$ cat src/rtl/mips_ctrl_pkg.sv
// Shared MIPS control definitions: opcodes, func codes, control bus encodings and sequencer states.
// Build option CTRL_BRANCH_EN adds the EXEC_BR state for beq/bne.
package mips_ctrl_pkg;

    localparam logic [5:0] OP_RTYPE = 6'b000000;
    localparam logic [5:0] OP_LW    = 6'b100011;
    localparam logic [5:0] OP_SW    = 6'b101011;
    localparam logic [5:0] OP_ADDI  = 6'b001000;
    localparam logic [5:0] OP_BEQ   = 6'b000100;
    localparam logic [5:0] OP_BNE   = 6'b000101;

    localparam logic [5:0] FUNC_ADD = 6'b100000;
    localparam logic [5:0] FUNC_SUB = 6'b100010;
    localparam logic [5:0] FUNC_AND = 6'b100100;
    localparam logic [5:0] FUNC_OR  = 6'b100101;
    localparam logic [5:0] FUNC_SLT = 6'b101010;

    localparam logic [2:0] ALU_ADD = 3'b000;
    localparam logic [2:0] ALU_SUB = 3'b001;
    localparam logic [2:0] ALU_AND = 3'b010;
    localparam logic [2:0] ALU_OR  = 3'b011;
    localparam logic [2:0] ALU_SLT = 3'b100;

    // Bit positions inside muxctrl
    localparam int MX_PC_BR      = 0;
    localparam int MX_ALU_A      = 1;
    localparam int MX_ALU_B_LO   = 2;
    localparam int MX_REG_DST    = 4;
    localparam int MX_MEM_TO_REG = 5;
    localparam int MX_IORD       = 6;

    localparam logic [1:0] ALUB_RT   = 2'b00;
    localparam logic [1:0] ALUB_FOUR = 2'b01;
    localparam logic [1:0] ALUB_IMM  = 2'b10;

    localparam logic [1:0] MEM_IDLE  = 2'b00;
    localparam logic [1:0] MEM_READ  = 2'b01;
    localparam logic [1:0] MEM_WRITE = 2'b10;

    typedef enum logic [3:0] {
        ST_FETCH,
        ST_DECODE,
        ST_EXEC_R,
        ST_WB_R,
        ST_EXEC_I,
        ST_WB_I,
        ST_MEM,
        ST_WB_MEM,
`ifdef CTRL_BRANCH_EN
        ST_EXEC_BR,
`endif
        ST_FAULT
    } state_t;

    function automatic logic is_mem_op(input logic [5:0] op);
        return (op == OP_LW) || (op == OP_SW);
    endfunction

endpackage

$ cat src/rtl/mc_sequencer_if.sv
// Control bundle between the multi-cycle sequencer (master) and the datapath/IR/memory side (slave).
interface mc_sequencer_if #(
    parameter int CNT_W = 16
);
    logic [5:0]       op;
    logic [5:0]       func;
    logic             zero;
    logic             mem_ready;
    logic [6:0]       muxctrl;
    logic [1:0]       memctrl;
    logic [2:0]       aluctrl;
    logic             pc_we;
    logic             ir_we;
    logic             reg_we;
    logic             fault;
    logic [CNT_W-1:0] retired;

    modport master (
        input  op, func, zero, mem_ready,
        output muxctrl, memctrl, aluctrl, pc_we, ir_we, reg_we, fault, retired
    );

    modport slave (
        output op, func, zero, mem_ready,
        input  muxctrl, memctrl, aluctrl, pc_we, ir_we, reg_we, fault, retired
    );
endinterface

$ cat src/rtl/mc_alu_decode.sv
// R-type func field to ALU operation decode; valid=0 for functions the datapath does not support.
module mc_alu_decode
    import mips_ctrl_pkg::*;
(
    input  logic [5:0] func,
    output logic [2:0] aluctrl,
    output logic       valid
);

    always_comb begin
        aluctrl = ALU_ADD;
        valid   = 1'b1;
        case (func)
            FUNC_ADD: aluctrl = ALU_ADD;
            FUNC_SUB: aluctrl = ALU_SUB;
            FUNC_AND: aluctrl = ALU_AND;
            FUNC_OR:  aluctrl = ALU_OR;
            FUNC_SLT: aluctrl = ALU_SLT;
            default:  valid   = 1'b0;
        endcase
    end

endmodule

$ cat src/rtl/mc_sequencer.sv
// Multi-cycle MIPS control sequencer: FETCH/DECODE/EXEC/MEM/WB with memory-ready timeout and sticky fault.
// Build option CTRL_BRANCH_EN enables beq/bne through EXEC_BR; otherwise they decode as illegal.
module mc_sequencer
    import mips_ctrl_pkg::*;
#(
    parameter int MEM_TIMEOUT = 15,
    parameter int CNT_W       = 16
) (
    input  logic          clk,
    input  logic          reset,
    mc_sequencer_if.master bus
);

    localparam int WAIT_W = $clog2(MEM_TIMEOUT + 1);

    state_t            state_reg, state_next;
    logic [WAIT_W-1:0] wait_reg, wait_next;
    logic [CNT_W-1:0]  retired_reg, retired_next;
    logic [5:0]        op_reg;
    logic [2:0]        alu_sel_reg;

    logic [2:0] dec_aluctrl;
    logic       dec_valid;
    logic       timeout;
    logic       retire;

    logic [6:0] mux_sel;
    logic [1:0] mem_sel;
    logic [2:0] alu_sel;
    logic       pc_we_sel, ir_we_sel, reg_we_sel, fault_sel;

    mc_alu_decode u_alu_decode (
        .func    (bus.func),
        .aluctrl (dec_aluctrl),
        .valid   (dec_valid)
    );

    always_ff @(posedge clk) begin
        if (reset) begin
            state_reg   <= ST_FETCH;
            wait_reg    <= '0;
            retired_reg <= '0;
            op_reg      <= '0;
            alu_sel_reg <= ALU_ADD;
        end else begin
            state_reg   <= state_next;
            wait_reg    <= wait_next;
            retired_reg <= retired_next;
            if (state_reg == ST_DECODE) begin
                op_reg      <= bus.op;
                alu_sel_reg <= dec_aluctrl;
            end
        end
    end

    // mem_ready in the final wait cycle wins over the timeout
    assign timeout = !bus.mem_ready && (wait_reg == WAIT_W'(MEM_TIMEOUT - 1));

    always_comb begin
        state_next = state_reg;
        mux_sel    = '0;
        mem_sel    = MEM_IDLE;
        alu_sel    = ALU_ADD;
        pc_we_sel  = 1'b0;
        ir_we_sel  = 1'b0;
        reg_we_sel = 1'b0;
        fault_sel  = 1'b0;
        retire     = 1'b0;
        case (state_reg)
            ST_FETCH: begin
                mem_sel                   = MEM_READ;
                mux_sel[MX_ALU_B_LO +: 2] = ALUB_FOUR;
                if (bus.mem_ready) begin
                    ir_we_sel  = 1'b1;
                    pc_we_sel  = 1'b1;
                    state_next = ST_DECODE;
                end else if (timeout) begin
                    state_next = ST_FAULT;
                end
            end
            ST_DECODE: begin
                mux_sel[MX_ALU_B_LO +: 2] = ALUB_IMM;
                case (bus.op)
                    OP_RTYPE:               state_next = dec_valid ? ST_EXEC_R : ST_FAULT;
                    OP_LW, OP_SW, OP_ADDI:  state_next = ST_EXEC_I;
`ifdef CTRL_BRANCH_EN
                    OP_BEQ, OP_BNE:         state_next = ST_EXEC_BR;
`endif
                    default:                state_next = ST_FAULT;
                endcase
            end
            ST_EXEC_R: begin
                mux_sel[MX_ALU_A]         = 1'b1;
                mux_sel[MX_ALU_B_LO +: 2] = ALUB_RT;
                alu_sel                   = alu_sel_reg;
                state_next                = ST_WB_R;
            end
            ST_WB_R: begin
                reg_we_sel          = 1'b1;
                mux_sel[MX_REG_DST] = 1'b1;
                retire              = 1'b1;
                state_next          = ST_FETCH;
            end
            ST_EXEC_I: begin
                mux_sel[MX_ALU_A]         = 1'b1;
                mux_sel[MX_ALU_B_LO +: 2] = ALUB_IMM;
                state_next                = is_mem_op(op_reg) ? ST_MEM : ST_WB_I;
            end
            ST_WB_I: begin
                reg_we_sel = 1'b1;
                retire     = 1'b1;
                state_next = ST_FETCH;
            end
            ST_MEM: begin
                mux_sel[MX_IORD] = 1'b1;
                mem_sel          = (op_reg == OP_SW) ? MEM_WRITE : MEM_READ;
                if (bus.mem_ready) begin
                    if (op_reg == OP_SW) begin
                        retire     = 1'b1;
                        state_next = ST_FETCH;
                    end else begin
                        state_next = ST_WB_MEM;
                    end
                end else if (timeout) begin
                    state_next = ST_FAULT;
                end
            end
            ST_WB_MEM: begin
                reg_we_sel             = 1'b1;
                mux_sel[MX_MEM_TO_REG] = 1'b1;
                retire                 = 1'b1;
                state_next             = ST_FETCH;
            end
`ifdef CTRL_BRANCH_EN
            ST_EXEC_BR: begin
                mux_sel[MX_ALU_A]         = 1'b1;
                mux_sel[MX_ALU_B_LO +: 2] = ALUB_RT;
                alu_sel                   = ALU_SUB;
                pc_we_sel  = ((op_reg == OP_BEQ) && bus.zero) || ((op_reg == OP_BNE) && !bus.zero);
                mux_sel[MX_PC_BR]         = pc_we_sel;
                retire                    = 1'b1;
                state_next                = ST_FETCH;
            end
`endif
            ST_FAULT: begin
                fault_sel = 1'b1;
            end
            default: begin
                state_next = ST_FAULT;
            end
        endcase
    end

`ifdef CTRL_BRANCH_EN
`else
    logic unused_zero;
    assign unused_zero = bus.zero;
`endif

    // The wait counter only runs while parked in FETCH or MEM; any state change restarts it
    always_comb begin
        wait_next = '0;
        if ((state_reg == ST_FETCH || state_reg == ST_MEM) && (state_next == state_reg)) begin
            wait_next = wait_reg + WAIT_W'(1);
        end
    end

    assign retired_next = retired_reg + CNT_W'(retire);

    assign bus.muxctrl = reset ? '0 : mux_sel;
    assign bus.memctrl = reset ? '0 : mem_sel;
    assign bus.aluctrl = reset ? '0 : alu_sel;
    assign bus.pc_we   = !reset && pc_we_sel;
    assign bus.ir_we   = !reset && ir_we_sel;
    assign bus.reg_we  = !reset && reg_we_sel;
    assign bus.fault   = !reset && fault_sel;
    assign bus.retired = (reset || state_reg == ST_FAULT) ? '0 : retired_reg;

endmodule

$ cat src/flat_wrapper.sv
// flat-port wrapper written by rule: the top's interface ports become plain ports
module mc_sequencer_flat import mips_ctrl_pkg::*;
#(
    parameter int MEM_TIMEOUT = 15,
    parameter int CNT_W       = 16
)
  (clk, reset, bus_op, bus_func, bus_zero, bus_mem_ready, bus_muxctrl, bus_memctrl, bus_aluctrl, bus_pc_we, bus_ir_we, bus_reg_we, bus_fault, bus_retired);
  mc_sequencer_if #(.CNT_W(CNT_W)) bus_i ();
  input  logic clk;
  input  logic reset;
  input wire logic [$bits(bus_i.op)-1:0] bus_op;
  input wire logic [$bits(bus_i.func)-1:0] bus_func;
  input wire logic [$bits(bus_i.zero)-1:0] bus_zero;
  input wire logic [$bits(bus_i.mem_ready)-1:0] bus_mem_ready;
  output wire logic [$bits(bus_i.muxctrl)-1:0] bus_muxctrl;
  output wire logic [$bits(bus_i.memctrl)-1:0] bus_memctrl;
  output wire logic [$bits(bus_i.aluctrl)-1:0] bus_aluctrl;
  output wire logic [$bits(bus_i.pc_we)-1:0] bus_pc_we;
  output wire logic [$bits(bus_i.ir_we)-1:0] bus_ir_we;
  output wire logic [$bits(bus_i.reg_we)-1:0] bus_reg_we;
  output wire logic [$bits(bus_i.fault)-1:0] bus_fault;
  output wire logic [$bits(bus_i.retired)-1:0] bus_retired;
  assign bus_i.op = bus_op;
  assign bus_i.func = bus_func;
  assign bus_i.zero = bus_zero;
  assign bus_i.mem_ready = bus_mem_ready;
  assign bus_muxctrl = bus_i.muxctrl;
  assign bus_memctrl = bus_i.memctrl;
  assign bus_aluctrl = bus_i.aluctrl;
  assign bus_pc_we = bus_i.pc_we;
  assign bus_ir_we = bus_i.ir_we;
  assign bus_reg_we = bus_i.reg_we;
  assign bus_fault = bus_i.fault;
  assign bus_retired = bus_i.retired;
  mc_sequencer #(.MEM_TIMEOUT(MEM_TIMEOUT), .CNT_W(CNT_W)) u_core (.clk(clk), .reset(reset), .bus(bus_i));
endmodule
$ cat config.mk
export PLATFORM = sky130hd
export DESIGN_NAME = mc_sequencer_flat
export DESIGN_NICKNAME = d
export VERILOG_FILES = /design/src/rtl/mips_ctrl_pkg.sv /design/src/rtl/mc_sequencer_if.sv /design/src/rtl/mc_alu_decode.sv /design/src/rtl/mc_sequencer.sv /design/src/flat_wrapper.sv
export SDC_FILE = /design/constraint.sdc
export NUM_CORES = 1
export LEC_CHECK = 0
export ABC_AREA = 1
export BUFFER_PORTS_ARGS = -buffer_cell sky130_fd_sc_hd__buf_2
export CAP_MARGIN = 20
export CORE_AREA = 2 2 66 68
export DETAILED_ROUTE_END_ITERATION = 8
export DIE_AREA = 0 0 68 70
export PLACE_DENSITY = 0.78
export SYNTH_ARGS = -nofsm -noshare
export SYNTH_HDL_FRONTEND = slang
export SYNTH_HIERARCHICAL = 1
export SYNTH_SLANG_ARGS = --single-unit
$ cat constraint.sdc
create_clock -name clk -period 2.1 [get_ports clk]
set_clock_uncertainty 0.05 [all_clocks]
set_input_delay 0.525 -clock clk [delete_from_list [all_inputs] [get_ports clk]]
set_output_delay 0.525 -clock clk [all_outputs]
set_load 0.01 [all_outputs]
==> results.cfg <==
[status]
status = finished, violations left
violations = negative setup slack

[synth]
synthSimpleGateAreaFrac = 0.389
synth.avg_cell_area_um2 = 6.42
ys_seq_elements = 33
muxShareOfSynthArea = 0
synth_xor_area_frac = 0.00922
synth_warnings = 6
synth_compound_area_frac = 0.123
synth_adder_area_share = 0.0264
synth_top_family_by_area = simple AND/OR/NAND/NOR gates
synth_top_area_share = 0.348
synthCells = 296
synthesis.nets = 316
synth_cell_type_count = 30
yosysTopAreaCell = dfxtp_1
syn_area_um2 = 1900
synth.area.top_cells = dfxtp_1 (35%), nor2_1 (13%), inv_1 (7.7%), nand2_1 (7.7%), a21oi_1 (5.3%)
ys_seq_area_frac = 0.348

[sta]
min_period_over_period = 1.07
setup_viol = 8
fin_ws_ns = -0.149
fmax_ghz = 0.445
fin_crit_ns = 2.25
slew_violations = 0
hold_viol = 0
rsz0062_at_grt = true

[setup_path]
path_class = flop to flop
cp_max_fo = 4
crit_arrival_ns = 2.37
cp.required_ns = 2.22
worst_setup_path_start_kind = flop
cp-end-kind = flop

[cells_and_area]
largest_reg_flops = 16
nNetsFinal = 391
drive_gt1_frac = 0.356
num-fill-cells = 402
multi_input_area_um2 = 1170
n_antenna_cell = 0
syn_to_final_growth_pct = 37.8
final_common_cell = nor2_1
final_cell_mix = nor2_1 (66), buf_2 (45), inv_1 (37)
fin_area_um2 = 2620
seq_area_um2 = 667

[drt]
via_per_inst = 5.01
drt-initial-drc-count = 95
drcViolationCount = 0
final_antenna_net_count = 0
vias = 2120
first_pass_iters = 4
wl_per_cell_um = 12.0
routed_wl_um = 5070

[clock_network]
cts_tree = built
clock_latency_ns = 0.28
clock_path_buffers = 2
clk_pin_slew_ns = 0.06
numCtsBuffers = 5
cts_sinks = 33
htreeDepth = 2
root_buffer = clkbuf_8

[floorplanning]
core-area_um2 = 4140
fp.dieW_um = 68
initial_utilization = 0.458
design.die.area_um2 = 4760
rows = 24
die_h_um = 70
ioPinCount = 48

[place]
dp_slack_ns = -0.216
placed_area_um2 = 2350
port_buffers = 45
hpwl_um = 3520
gp_congestion = 0.984

[global_route]
grt_max_degree = 17
grtUsageTotal = 0.214
antenna_found_initial = 0
overflow = 0
grt_pass1_wl_um = 7860
grt_pass1_vias = 1923

[power]
switching_share = 0.268
combinationalPowerShare = 0.160
intPower_uw = 998
power_leakage_uw = 0.00117
p_switching_uw = 366
power_frac_seq = 0.489
p_per_area_nw_per_um2 = 521
ir_drop_v = 0.000371
p_clk_frac = 0.350

[flow_run]
max-cap-violations = 0

[worst_hold_path]
hold_path_class = flop to flop
-- metal layers --
layer  global-route usage  vias up  part of all wire
met3               0.0676        7             0.059
met1                0.238      967              0.41
met2                0.380       58              0.52
li1                     -     1088                 -
met4               0.0622        0             0.011
met5                    0        -                 0
-- through the flow --
step	TNS, ns	std cells	utilization	power [µW]	hold WS (ns)
2_1_floorplan	0	296	-	796	0.380
3_3_place_gp	-0.567	410	0.566	870	0.396
3_5_place_dp	-0.812	410	0.566	875	0.407
4_1_cts	0	421	0.606	1360	0.419
5_1_grt	-1.77	423	0.632	1430	0.432
6_report	-0.542	423	0.632	1360	0.417
-- critical path, cell delays in order, from the launching register on --
cell and delay (ns):
dfxtp_2 0.34, nor3_4 0.22, nand2_2 0.10, o31ai_2 0.20, ha_2 0.25, buf_4 0.13
nand3_4 0.08, nor3_4 0.26, nand2_1 0.16, o21ai_0 0.25, a21oi_1 0.08
-- Yosys cell counts, drive strengths merged --
master,number
ha,4
clkbuf,5
nor2,78
o21ai,18
conb,1
nand3b,2
o21a,1
or2,1
nand3,19
xor2,1
nand2,44
inv,42
xnor2,1
dfxtp,33
nor3,14
o31ai,1
o211ai,2
buf,3
a21oi,21
nand4,4
nor4,1
-- what timing repair did --
action	CTS	global route
resized for setup	15	25
gates cloned	0	0
endpoints found under the setup margin	6	31
hold buffers	0	0
pin swaps	2	5
setup buffers	4	3
-- cell type report --
| class | count | share of cell area |
|---|---|---|
| multi-input cells | 213 | 0.449 |
| flip-flops and latches | 33 | 0.255 |
| repair buffers | 76 | 0.176 |
| inverters | 42 | 0.0621 |
| clock buffers | 7 | 0.0330 |
| well taps | 52 | 0.0249 |
-- worst paths after layout --
path	start	to	slack, ns	cells after the start
hold / removal	u_core/wait_reg[0]	u_core/wait_reg[0]	0.42	1
setup / recovery	u_core/op_reg[2]	u_core/retired_reg[9]	-0.15	10
hold reg to reg	u_core/wait_reg[0]	u_core/wait_reg[0]	0.42	1
setup reg to reg	u_core/op_reg[2]	u_core/retired_reg[9]	-0.15	10
-- cell families (layout without fill, tap and decap cells) --
family                   after synthesis  after routing
flip-flops                            33             33
buffers and inverters                 50            125
AO/OA/AOI/OAI                         43             43
adder cells (fa/ha/maj)                4              4
AND/OR/NAND/NOR                      163            163
other                                  1              1
XOR/XNOR                               2              2
-- power groups by stage --
stage / combinational (µW) / clock [µW] / sequential (µW)
floorplan: 119 / 0 / 677
global placement: 194 / 0 / 677
detailed placement: 198 / 0 / 678
CTS: 206 / 491 / 665
global route: 244 / 516 / 669
finish: 219 / 478 / 667
Note: power is estimated with default switching activity, not from simulation.
